### config.mk
export PLATFORM = sky130hd
export DESIGN_NAME = exec_operand_stage
export DESIGN_NICKNAME = d
export VERILOG_FILES = /design/src/rtl/exec_operand_stage.sv
export SDC_FILE = /design/constraint.sdc
export NUM_CORES = 1
export LEC_CHECK = 0
export CAP_MARGIN = 15
export CORE_MARGIN = 5
export CORE_UTILIZATION = 47
export DETAILED_ROUTE_END_ITERATION = 8
export PLACE_DENSITY = 0.87
export SLEW_MARGIN = 10
export SYNTH_ARGS = -nofsm -noshare
export SYNTH_HDL_FRONTEND = slang
export SYNTH_SLANG_ARGS = --single-unit
### constraint.sdc
create_clock -name clock -period 3.65 [get_ports clock]
set_clock_uncertainty 0.2 [all_clocks]
set_input_delay 0.73 -clock clock [delete_from_list [all_inputs] [get_ports clock]]
set_output_delay 0.73 -clock clock [all_outputs]
set_load 0.02 [all_outputs]
### src/rtl/exec_operand_stage.sv
// Decode->execute and execute->memory pipeline registers with stall bubbling,
// operand bypass resolution and a saturating stall-cycle counter.
module exec_operand_stage #(
   parameter int DATA_W      = 32,
   parameter int CTRL_W      = 8,
   parameter int IMM_SEL_BIT = 0,
   parameter int CNT_W       = 32
) (
   input  logic              clock,
   input  logic              reset,
   input  logic              i_stall,
   input  logic              i_flush,
   input  logic              i_d_valid,
   input  logic [DATA_W-1:0] i_d_rs_data,
   input  logic [DATA_W-1:0] i_d_rt_data,
   input  logic [DATA_W-1:0] i_d_imm,
   input  logic [CTRL_W-1:0] i_d_ctrl,
   input  logic [4:0]        i_d_dest,
   input  logic              i_me_rs_bypass,
   input  logic              i_me_rt_bypass,
   input  logic              i_we_rs_bypass,
   input  logic              i_we_rt_bypass,
   input  logic              i_wm_rt_bypass,
   input  logic [DATA_W-1:0] i_m_alu_result,
   input  logic [DATA_W-1:0] i_wb_data,
   output logic              o_e_valid,
   output logic [CTRL_W-1:0] o_e_ctrl,
   output logic [4:0]        o_e_dest,
   output logic [DATA_W-1:0] o_e_op_a,
   output logic [DATA_W-1:0] o_e_op_b,
   output logic              o_m_valid,
   output logic [CTRL_W-1:0] o_m_ctrl,
   output logic [4:0]        o_m_dest,
   output logic [DATA_W-1:0] o_m_store_data,
   output logic [CNT_W-1:0]  o_stall_count
);

   localparam logic [CNT_W-1:0] CNT_MAX = {CNT_W{1'b1}};
   localparam logic [CNT_W-1:0] CNT_ONE = {{(CNT_W-1){1'b0}}, 1'b1};

   logic              e_valid_r;
   logic [CTRL_W-1:0] e_ctrl_r;
   logic [4:0]        e_dest_r;
   logic [DATA_W-1:0] e_rs_r;
   logic [DATA_W-1:0] e_rt_r;
   logic [DATA_W-1:0] e_imm_r;
   logic              m_valid_r;
   logic [CTRL_W-1:0] m_ctrl_r;
   logic [4:0]        m_dest_r;
   logic [DATA_W-1:0] m_store_r;
   logic [CNT_W-1:0]  stall_cnt_r;

   logic [DATA_W-1:0] rs_res_s;
   logic [DATA_W-1:0] rt_res_s;
   logic [DATA_W-1:0] op_b_s;
   logic [DATA_W-1:0] store_s;

   // E register: flush or stall inserts a bubble, operands hold while stalled
   always_ff @(posedge clock) begin
      if (!reset) begin
         e_valid_r <= 1'b0;
         e_ctrl_r  <= {CTRL_W{1'b0}};
         e_dest_r  <= 5'd0;
         e_rs_r    <= {DATA_W{1'b0}};
         e_rt_r    <= {DATA_W{1'b0}};
         e_imm_r   <= {DATA_W{1'b0}};
      end else if (i_flush || i_stall) begin
         e_valid_r <= 1'b0;
         e_ctrl_r  <= {CTRL_W{1'b0}};
      end else begin
         e_valid_r <= i_d_valid;
         e_ctrl_r  <= i_d_valid ? i_d_ctrl : {CTRL_W{1'b0}};
         e_dest_r  <= i_d_dest;
         e_rs_r    <= i_d_rs_data;
         e_rt_r    <= i_d_rt_data;
         e_imm_r   <= i_d_imm;
      end
   end

   // Operand resolution: the mem-stage result is newer than writeback, so it wins
   always_comb begin
      rs_res_s = e_rs_r;
      rt_res_s = e_rt_r;
      if (e_valid_r && i_me_rs_bypass) begin
         rs_res_s = i_m_alu_result;
      end else if (e_valid_r && i_we_rs_bypass) begin
         rs_res_s = i_wb_data;
      end else begin
         rs_res_s = e_rs_r;
      end
      if (e_valid_r && i_me_rt_bypass) begin
         rt_res_s = i_m_alu_result;
      end else if (e_valid_r && i_we_rt_bypass) begin
         rt_res_s = i_wb_data;
      end else begin
         rt_res_s = e_rt_r;
      end
   end

   // Operand B picks the immediate; store data always comes from resolved rt
   always_comb begin
      op_b_s  = rt_res_s;
      store_s = m_store_r;
      if (e_ctrl_r[IMM_SEL_BIT]) begin
         op_b_s = e_imm_r;
      end else begin
         op_b_s = rt_res_s;
      end
      if (m_valid_r && i_wm_rt_bypass) begin
         store_s = i_wb_data;
      end else begin
         store_s = m_store_r;
      end
   end

   // M register: unconditional capture so E bubbles flow downstream
   always_ff @(posedge clock) begin
      if (!reset) begin
         m_valid_r <= 1'b0;
         m_ctrl_r  <= {CTRL_W{1'b0}};
         m_dest_r  <= 5'd0;
         m_store_r <= {DATA_W{1'b0}};
      end else begin
         m_valid_r <= e_valid_r;
         m_ctrl_r  <= e_ctrl_r;
         m_dest_r  <= e_dest_r;
         m_store_r <= rt_res_s;
      end
   end

   // Stall-cycle counter, saturating at all-ones
   always_ff @(posedge clock) begin
      if (!reset) begin
         stall_cnt_r <= {CNT_W{1'b0}};
      end else if (i_stall && (stall_cnt_r != CNT_MAX)) begin
         stall_cnt_r <= stall_cnt_r + CNT_ONE;
      end else begin
         stall_cnt_r <= stall_cnt_r;
      end
   end

   assign o_e_valid      = e_valid_r;
   assign o_e_ctrl       = e_ctrl_r;
   assign o_e_dest       = e_dest_r;
   assign o_e_op_a       = rs_res_s;
   assign o_e_op_b       = op_b_s;
   assign o_m_valid      = m_valid_r;
   assign o_m_ctrl       = m_ctrl_r;
   assign o_m_dest       = m_dest_r;
   assign o_m_store_data = store_s;
   assign o_stall_count  = stall_cnt_r;

endmodule

==> impl_results.md, run 1 <==
* Sequential power share at 0.448
* Initial core utilization at 0.4764
* Largest net degree at the start of global routing at 94
* Max Root-Sink Buffers at 2
* Synth unique cells at 47
* Clock Pin Slew Worst Setup and Hold Paths at 70 ps
* Remaining global-route overflow at 0
* Slowest cell on crit path: clkdlybuf4s50_1
* Ys Warns at 0
* Worst path depth at 7
* DRT iter0 DRCs at between 800 and 900
* Pins Over Slew Limit at 0
* Status: finished clean
* Height of the die at 144.7 um
* Startpoint types: input port
* Post-synthesis average cell area at ~7.6 um^2
* Ratio of cells with drive above 1 in the final layout at 0.08966
* Post-route insts no fill at 1682
* Worst Tran Pin Value at 788.8 ps
* Static leakage at 5.355 nW
* Std cell rows at 49
* Cell family with most CP delay: buffers and inverters
* Area Overhead vs Synth at 53.39%
* Most numerous cell in the Yosys netlist: nand2_1
* Cell-internal power at 3.576 mW
* CTS root buf: clkbuf_16
* Global-route wire length before repair at 49.28 mm
* Fmax achieved at 275.2 MHz
* Vias in the first global route at 8991
* Core region area at 17900 um^2
* Number of remaining DRC errors at 0
* Register bit total from synthesis at ~190
* Setup violations, final at 0
* GRT Util Overall at 0.3024
* Post-synthesis cell area at roughly 8500 um^2
* Synth cell count leaders: nand2_1 (314), dfxtp_1 (188), a21oi_1 (169)
* Fin Setup TNS at 0 ps
* Nets@finish at 1621
* Final Hold Vio Count at 0
* Synth top area share at 0.4413
* Worst rel slew slack at 0.4693
* WHS Path Cells at 2
* Final Worst Setup Slack at 15.81 ps
* Clk Latency, worst-skew pair at 420 ps
* Pre-CTS setup slack at -62.60 ps
* Via count at 9517
* Area after DPL at roughly 12000 um^2
* Total clock sinks at roughly 190
* Clock power frac at 0.389
* Critical path, cell by cell: clkdlybuf4s50_1, buf_4, nand3_1, a21oi_1, a21oi_1, o21ai_0, clkdlybuf4s50_1
* CP max stage delay at 680 ps
* Hold crit path type: reg2reg
* Buf/Inv on CP at 3
* Drt via density at roughly 5.7
* Antenna Nets Post-Route at 0
* VDD IR max at 0.3226 mV
* Final period util at 0.9957
* Reg2reg path depth at 6
* # placed instances at 1647
* Worst endpoint required time at 2720 ps
* Final WL at about 33 mm
* Post-synthesis async set-or-reset flop share at 0
* Critical path peak fanout at 17
* Comb pwr share at 0.163
* P_sw at 1.252 mW
* Ports at about 340
* Die area at approximately 21000 um^2
* Initial antenna violation count at 2
* Syn Inst Count at 1119
* H-tree Lvls at 4
* Total CTS buffers at 17
* Synth top area cells: dfxtp_1 (44%), nand2_1 (14%), a21oi_1 (9.9%)
* Switching share of power at 0.2593
* Kind of critical path: in2out
* Sequential area share after synthesis at 0.4413
* DP HPWL at 24.61 mm
* CTS tree: yes
* Fin Hold WS at 255.6 ps
* Finished Cell Area at between 10000 and 15000 um^2
* Port-buffer cells at about 340
* CP arrival at 2700 ps
* Critical path capture point type: output pin
* Drt wl/cell at around 20 um
* GPL Wtd Cong at around 0.97
* Die W at 144.7 um
* Max_cap viols at 0
* First-pass iteration count of the detailed router at 6
* Fin crit period at 3634 ps
* Post-synth EDFFs at 0
* Largest area contributor in the netlist: dfxtp_1
* Top_reg_cell synth: dfxtp_1
* Syn_nets at around 1300
* PwrDens at 369.1 nW/um^2
[layout make-up]
cell class                 instances  area (um^2)
sequential                       188         3766
multi-input combinational        841         4442
fill                            1421         4821
tap                              229        286.5
inverter                           5        21.27
clock inverter                    12        138.9
clock buffer                      20        456.7
antenna                            3        7.507
timing repair buffer             384         3963
[worst reg2reg max path, stage by stage (launching register included)]
cell and delay, ps:
dfxtp_1 460, ha_1 270, nand3_1 140, nor4_1 690, and3_1 580, nor4_1 150, mux2i_1 150
[cell usage in the layout, fill, tap and decap left out, types with 32 or more instances in the layout]
master	Yosys	final
nand2_1	314	312
mux2_2	32	32
buf_4	0	33
a21oi_1	169	169
o21ai_0	74	73
clkdlybuf4s50_1	0	308
mux2i_1	38	38
nand3_1	41	41
nor2_1	59	58
dfxtp_1	188	186
[worst paths after layout]
check	startpoint	end	slack (ps)
min	e_imm_r[12]	e_imm_r[12]	260
min reg2reg	e_imm_r[12]	e_imm_r[12]	260
max	i_we_rt_bypass	o_e_op_b[12]	20
max reg2reg	o_stall_count[0]	o_stall_count[9]	910
[power by group through the flow]
stage | combinational [mW] | clock, mW | sequential [mW]
floorplan | 0.302 | 0 | 2.21
global placement | 0.773 | 0 | 2.21
detailed placement | 0.781 | 0 | 2.21
CTS | 0.786 | 1.89 | 2.16
global route | 0.833 | 1.99 | 2.17
finish | 0.787 | 1.88 | 2.16
[sequential cells by signal, indices dropped and copies added, names as in the netlist]
register / flops
e_imm_r: 32
e_rs_r: 32
e_rt_r: 32
m_store_r: 32
o_e_ctrl: 8
o_e_dest: 5
o_e_valid: 1
o_m_ctrl: 8
o_m_dest: 5
o_m_valid: 1
o_stall_count: 32
[metal layers]
metal	share of wire	track usage	wire [um]
met3	0.091	0.06835	3013
met1	0.37	0.3618	12400
met5	0	0	0
met4	0.044	0.1321	1454
met2	0.49	0.5211	16390
[stage by stage]
stage,power (mW),util
after floorplan,2.512,-
after global placement,2.979,0.6930
after detailed placement,2.991,0.6930
after CTS,4.843,0.7262
after global routing,4.997,0.7306
final,4.828,0.7307
[cells by family (layout without fill, tap and decap cells)]
kind of cell               after synthesis  count (layout)  share of synthesized area
other                                    0               3                          0
AOI/OAI and AO/OA                      264             264                     0.1634
adders and majority gates                1               1                   0.001467
DFF                                    188             188                     0.4413
muxes                                   70              70                    0.08685
xor gates and xnor gates                11              11                    0.01130
buffers and inverters                   90             421                    0.03991
and+or+nand+nor                        495             495                     0.2557
[repair_timing]
item                                    CTS  global route
hold buffers                              0             0
cloned                                    0             0
endpoints found under the setup margin    2            29
buffers inserted                          0             0
resized for setup                         2            29
Note: power is estimated with default switching activity, not from simulation.
==> run 2, diff against run 1 <==
--- a/config.mk
+++ b/config.mk
@@ -9,7 +9,7 @@
 export CORE_MARGIN = 5
 export CORE_UTILIZATION = 47
 export DETAILED_ROUTE_END_ITERATION = 8
-export PLACE_DENSITY = 0.87
+export PLACE_DENSITY = 0.86
 export SLEW_MARGIN = 10
 export SYNTH_ARGS = -nofsm -noshare
 export SYNTH_HDL_FRONTEND = slang
==> run 2 against run 1 <==
Core utilization shrank 0.61 points. Combinational power shrank 1%. Worst hold slack is essentially flat. Global-route usage grew 0.20 points.
==> impl_results.md, run 2 (synthesized netlist as in run 1, its figures left out) <==
* Status: finished clean
* Die W at 144.7 um
* Fin Setup TNS at 0 ps
* Vias in the first global route at 8897
* Largest net degree at the start of global routing at a little over 80
* DP HPWL at roughly 25 mm
* PwrDens at 363.2 nW/um^2
* Fin Hold WS at approximately 260 ps
* Remaining global-route overflow at 0
* Area Overhead vs Synth at 52.10%
* CP max stage delay at 540 ps
* Ratio of cells with drive above 1 in the final layout at 0.08858
* Final period util at 0.9691
* Initial core utilization at 0.4764
* Global-route wire length before repair at 49.12 mm
* CTS tree: yes
* Setup violations, final at 0
* CTS root buf: clkbuf_16
* Finished Cell Area at 12970 um^2
* Port-buffer cells at between 300 and 400
* Post-route insts no fill at roughly 1700
* Fin crit period at 3537 ps
* CP arrival at 2610 ps
* Most common cell after layout, fill and taps aside: nand2_1
* Nets@finish at 1616
* Total clock sinks at 188
* Die area at between 20000 and 25000 um^2
* Total Power Consumption at 4.712 mW
* Via count at about 9400
* Worst Tran Pin Value at 598.6 ps
* Static leakage at 5.211 nW
* GPL Wtd Cong at 0.9908
* Max_cap viols at 0
* Ports at 339
* Hold crit path type: reg2reg
* Critical path capture point type: output pin
* H-tree Lvls at 4
* Pins Over Slew Limit at 0
* Antenna Nets Post-Route at 0
* Crit-path most repeated cell: a21oi_1
* Std cell rows at just under 50
* Kind of critical path: in2out
* Commonest non-fill, non-tap cells in the layout: nand2_1 (312), clkdlybuf4s50_1 (306), dfxtp_1 (186)
* Drt wl/cell at approximately 20 um
* Final Hold Vio Count at 0
* Flop-to-flop setup slack at 910 ps
* Startpoint types: input port
* Critical path peak fanout at 20
* Area after DPL at 12360 um^2
* CTS Hold Buffers Added at 0
* GRT Util Overall at 0.3044
* Core region area at 17900 um^2
* Total CTS buffers at 17
* RSZ-0062 raised after global routing: no
* Clk Latency, worst-skew pair at roughly 430 ps
* # placed instances at 1642
* Slowest cell on crit path: clkdlybuf4s50_1
* Drt via density at 5.604
* Max Root-Sink Buffers at 2
* Height of the die at 144.7 um
* Initial antenna violation count at 2
* First-pass iteration count of the detailed router at 5
* DRT iter0 DRCs at 737
* Worst rel slew slack at 0.5973
* Critical path, cell by cell: clkdlybuf4s50_1, buf_4, nand3_1, a21oi_1, a21oi_1, o21ai_0, dlygate4sd2_1
* Fmax achieved at 282.7 MHz
* Number of remaining DRC errors at 0
* VDD IR max at 0.3274 mV
* Final WL at 33.35 mm
* Worst endpoint required time at 2720 ps
* Clock Pin Slew Worst Setup and Hold Paths at 70 ps
==> run 2: critical path: cells and delay by family <==
kind,cells,cell delay (ps)
buffers and inverters,3,1210
AO/OA/AOI/OAI,3,550
AND/OR/NAND/NOR,1,110
==> run 2: stage by stage <==
stage,utilization,setup WS [ps]
2_1_floorplan,-,694.0
3_3_place_gp,0.6902,-86.25
3_5_place_dp,0.6902,-117.0
4_1_cts,0.7204,1.288
5_1_grt,0.7239,10.27
6_report,0.7246,112.9
==> run 2: cell type report <==
class / instances / area, um^2
Fill cell: 1439 / 4931
Clock inverter: 15 / 128.9
Tap cell: 229 / 286.5
Timing Repair Buffer: 379 / 3876
Clock buffer: 17 / 425.4
Antenna cell: 7 / 17.52
Inverter: 5 / 21.27
Multi-Input combinational cell: 841 / 4449
Sequential cell: 188 / 3766
==> run 2: timing repair <==
item / in CTS / in global routing
buffers inserted: 0 / 0
pin swaps: 0 / 0
resized for setup: 12 / 23
setup endpoints to repair: 12 / 21
==> run 2: path summary, 6_finish.rpt <==
path	from	endpoint	cells past startpoint
worst max-delay path	i_we_rt_bypass	o_e_op_b[5]	7
worst min register to register	e_rt_r[24]	e_rt_r[24]	2
worst max register to register	o_stall_count[0]	o_stall_count[30]	6
worst min-delay path	e_rt_r[24]	e_rt_r[24]	2
==> run 2: layer usage <==
layer / share of wire / global-route usage
met1: 0.38 / 0.3700
met2: 0.48 / 0.5028
met5: 0 / 0
met4: 0.053 / 0.1733
met3: 0.087 / 0.06178
==> run 2: power breakdown <==
group	internal, mW	leakage, nW	switching (mW)
combinational	0.393	3.41	0.385
sequential	2.12	1.53	0.0405
clock	0.897	0.270	0.874
total	3.41	5.21	1.30
==> run 3, diff against run 2 <==
--- a/config.mk
+++ b/config.mk
@@ -9,7 +9,8 @@
 export CORE_MARGIN = 5
 export CORE_UTILIZATION = 47
 export DETAILED_ROUTE_END_ITERATION = 8
-export PLACE_DENSITY = 0.86
+export GPL_ROUTABILITY_DRIVEN = 0
+export PLACE_DENSITY_LB_ADDON = 0.05
 export SLEW_MARGIN = 10
 export SYNTH_ARGS = -nofsm -noshare
 export SYNTH_HDL_FRONTEND = slang
==> run 3 against run 2 <==
Critical endpoint is now o_e_op_b[29]. Largest cell class unchanged. Sequential share of layout area increased by 0.12 points. Total power increased by 1.1%. Routed wire length decreased by 4.8%. Setup slack got worse by 22 ps. Combinational power decreased by 2%. Largest power group unchanged. Critical path depth increased by 1. Maximum frequency decreased by 0.62%.
==> impl_results.md, run 3 (synthesized netlist as in run 1, its figures left out) <==
* CTS root buf: clkbuf_16
* CTS tree: yes
* Flop-to-flop setup slack at 930 ps
* Area Overhead vs Synth at 51.45%
* Core region area at 17900 um^2
* Slowest cell on crit path: clkdlybuf4s50_1
* Worst rel slew slack at 0.4975
* Worst Hold Path EP: e_imm_r[31]
* Final period util at 0.9751
* Status: finished clean
* Worst Tran Pin Value at 746.8 ps
* Critical path peak fanout at 4
* Remaining global-route overflow at 0
* Static leakage at around 5.2 nW
* VDD IR max at 0.3420 mV
* Clock Pin Slew Worst Setup and Hold Paths at 70 ps
* Total clock sinks at 188
* Fmax achieved at 281.0 MHz
* Critical path capture point type: output pin
* Fin crit period at about 3600 ps
* PwrDens at 368.7 nW/um^2
* Storage cell area at 3766 um^2
* CTS Hold Buffers Added at 0
* First-pass iteration count of the detailed router at 5
* Nets@finish at 1606
* RSZ-0062 raised after global routing: no
* Most common cell after layout, fill and taps aside: nand2_1
* Via count at 9089
* Setup Buffers After CTS at 0
* Ports at 339
* Max_cap viols at 0
* Port-buffer cells at 338
* Buf/Inv on CP at 3
* Drt via density at around 5.4
* Vias in the first global route at 8722
* Worst endpoint required time at 2720 ps
* Finished Cell Area at 12920 um^2
* Cell family with most CP delay: buffers and inverters
* CP arrival at 2630 ps
* RR Endpoint: o_stall_count[30]
* GRT Util Overall at 0.2930
* Critical path, cell by cell: clkdlybuf4s50_1, nand2_1, buf_4, nand2_1, a21oi_1, a21oi_1, o21ai_0, clkdlybuf4s50_1
* Std cell rows at 49
* Area after DPL at 12260 um^2
* Fin util at 0.7215
* Startpoint types: input port
* Fin Hold WS at 257.2 ps
* Final Hold Vio Count at 0
* # placed instances at 1632
* WHS Path Cells at 2
* Reg2reg path depth at 6
* Number of remaining DRC errors at 0
* H-tree Lvls at 4
* Antenna Nets Post-Route at 0
* Reg2Reg Launch Point: o_stall_count[0]
* Commonest non-fill, non-tap cells in the layout: nand2_1 (312), clkdlybuf4s50_1 (310), dfxtp_1 (186)
* CP max stage delay at 560 ps
* Post-route insts no fill at 1668
* DRT iter0 DRCs at 630
* Largest net degree at the start of global routing at 75
* Die W at between 100 and 150 um
* Die area at 20940 um^2
* Kind of critical path: in2out
* Max Root-Sink Buffers at 2
* Final WL at roughly 32 mm
* DP HPWL at 23.08 mm
* Ratio of cells with drive above 1 in the final layout at 0.08020
* Total CTS buffers at 17
* Initial core utilization at 0.4764
* Setup violations, final at 0
* Multi-input gate area at 4442 um^2
* Pins Over Slew Limit at 0
* Height of the die at 144.7 um
* Clk Latency, worst-skew pair at about 430 ps
* Hold crit path type: reg2reg
* Hold path start: e_imm_r[31]
* Initial antenna violation count at 5
* Fillers at ~1500
* Drt wl/cell at 19.04 um
* Global-route wire length before repair at roughly 48 mm
[run 3: cell types whose count changed in the layout (fill, tap and decap cells not counted), sizes merged]
| cell | delta |
|---|---|
| buf | -10 |
| dlygate4sd2 | -10 |
| dlymetal6s2s | +6 |
| clkdlybuf4s50 | +4 |
| clkinv | -4 |
| inv | +3 |
| diode | -2 |
| bufinv | +1 |
| clkinvlp | -1 |
[run 3: repair_timing]
| item | in CTS | in global routing |
|---|---|---|
| pin swaps | 0 | 0 |
| endpoints found under the setup margin | 2 | 28 |
| resized for setup | 2 | 28 |
[run 3: area by class of cell]
class	count	area share
antenna	5	0.0009687
clock buffer	17	0.03294
clock inverter	14	0.01172
inverter	5	0.001647
multi-input combinational	841	0.3439
sequential	188	0.2916
tap	229	0.02218
timing repair buffer	369	0.2951
[run 3: how the worst max path moves through the flow]
stage / end / cells after the start / slack [ps] / startpoint
2_1_floorplan: o_e_op_b[23] / 7 / 690 / i_we_rt_bypass
3_3_place_gp: o_e_op_b[13] / 7 / -10 / i_we_rt_bypass
3_5_place_dp: o_e_op_b[15] / 7 / -6 / i_we_rt_bypass
4_1_cts: o_e_op_b[21] / 7 / 3 / i_we_rt_bypass
5_1_grt: o_e_op_b[29] / 8 / 10 / i_we_rt_bypass
6_report: o_e_op_b[29] / 8 / 90 / i_we_rt_bypass
[run 3: per-stage QoR]
stage	setup WS (ps)	power [mW]	TNS, ps
floorplan	694.0	2.512	0
finish	90.99	4.762	0
detailed placement	-6.450	2.968	-6.450
global route	13.80	4.942	0
CTS	2.576	4.802	0
global placement	-13.86	2.962	-13.86
[run 3: layer usage]
metal	track usage	wire, um
met3	0.07887	3051
met1	0.3610	12260
met4	0.1149	893
met2	0.4896	15520
met5	0	47
[run 3: where the power goes]
| part | total (mW) | switching [mW] | internal [mW] |
|---|---|---|---|
| clock network | 1.84 | 0.871 | 0.969 |
| logic | 0.758 | 0.369 | 0.389 |
| registers | 2.16 | 0.0411 | 2.12 |
| total | 4.76 | 1.28 | 3.48 |
[run 3: worst min-delay path: cells and delay by family (launching register included)]
family / cells / cell delay, ps
AND/OR/NAND/NOR: 1 / 50
flip-flops: 1 / 310
AO/OA/AOI/OAI: 1 / 50
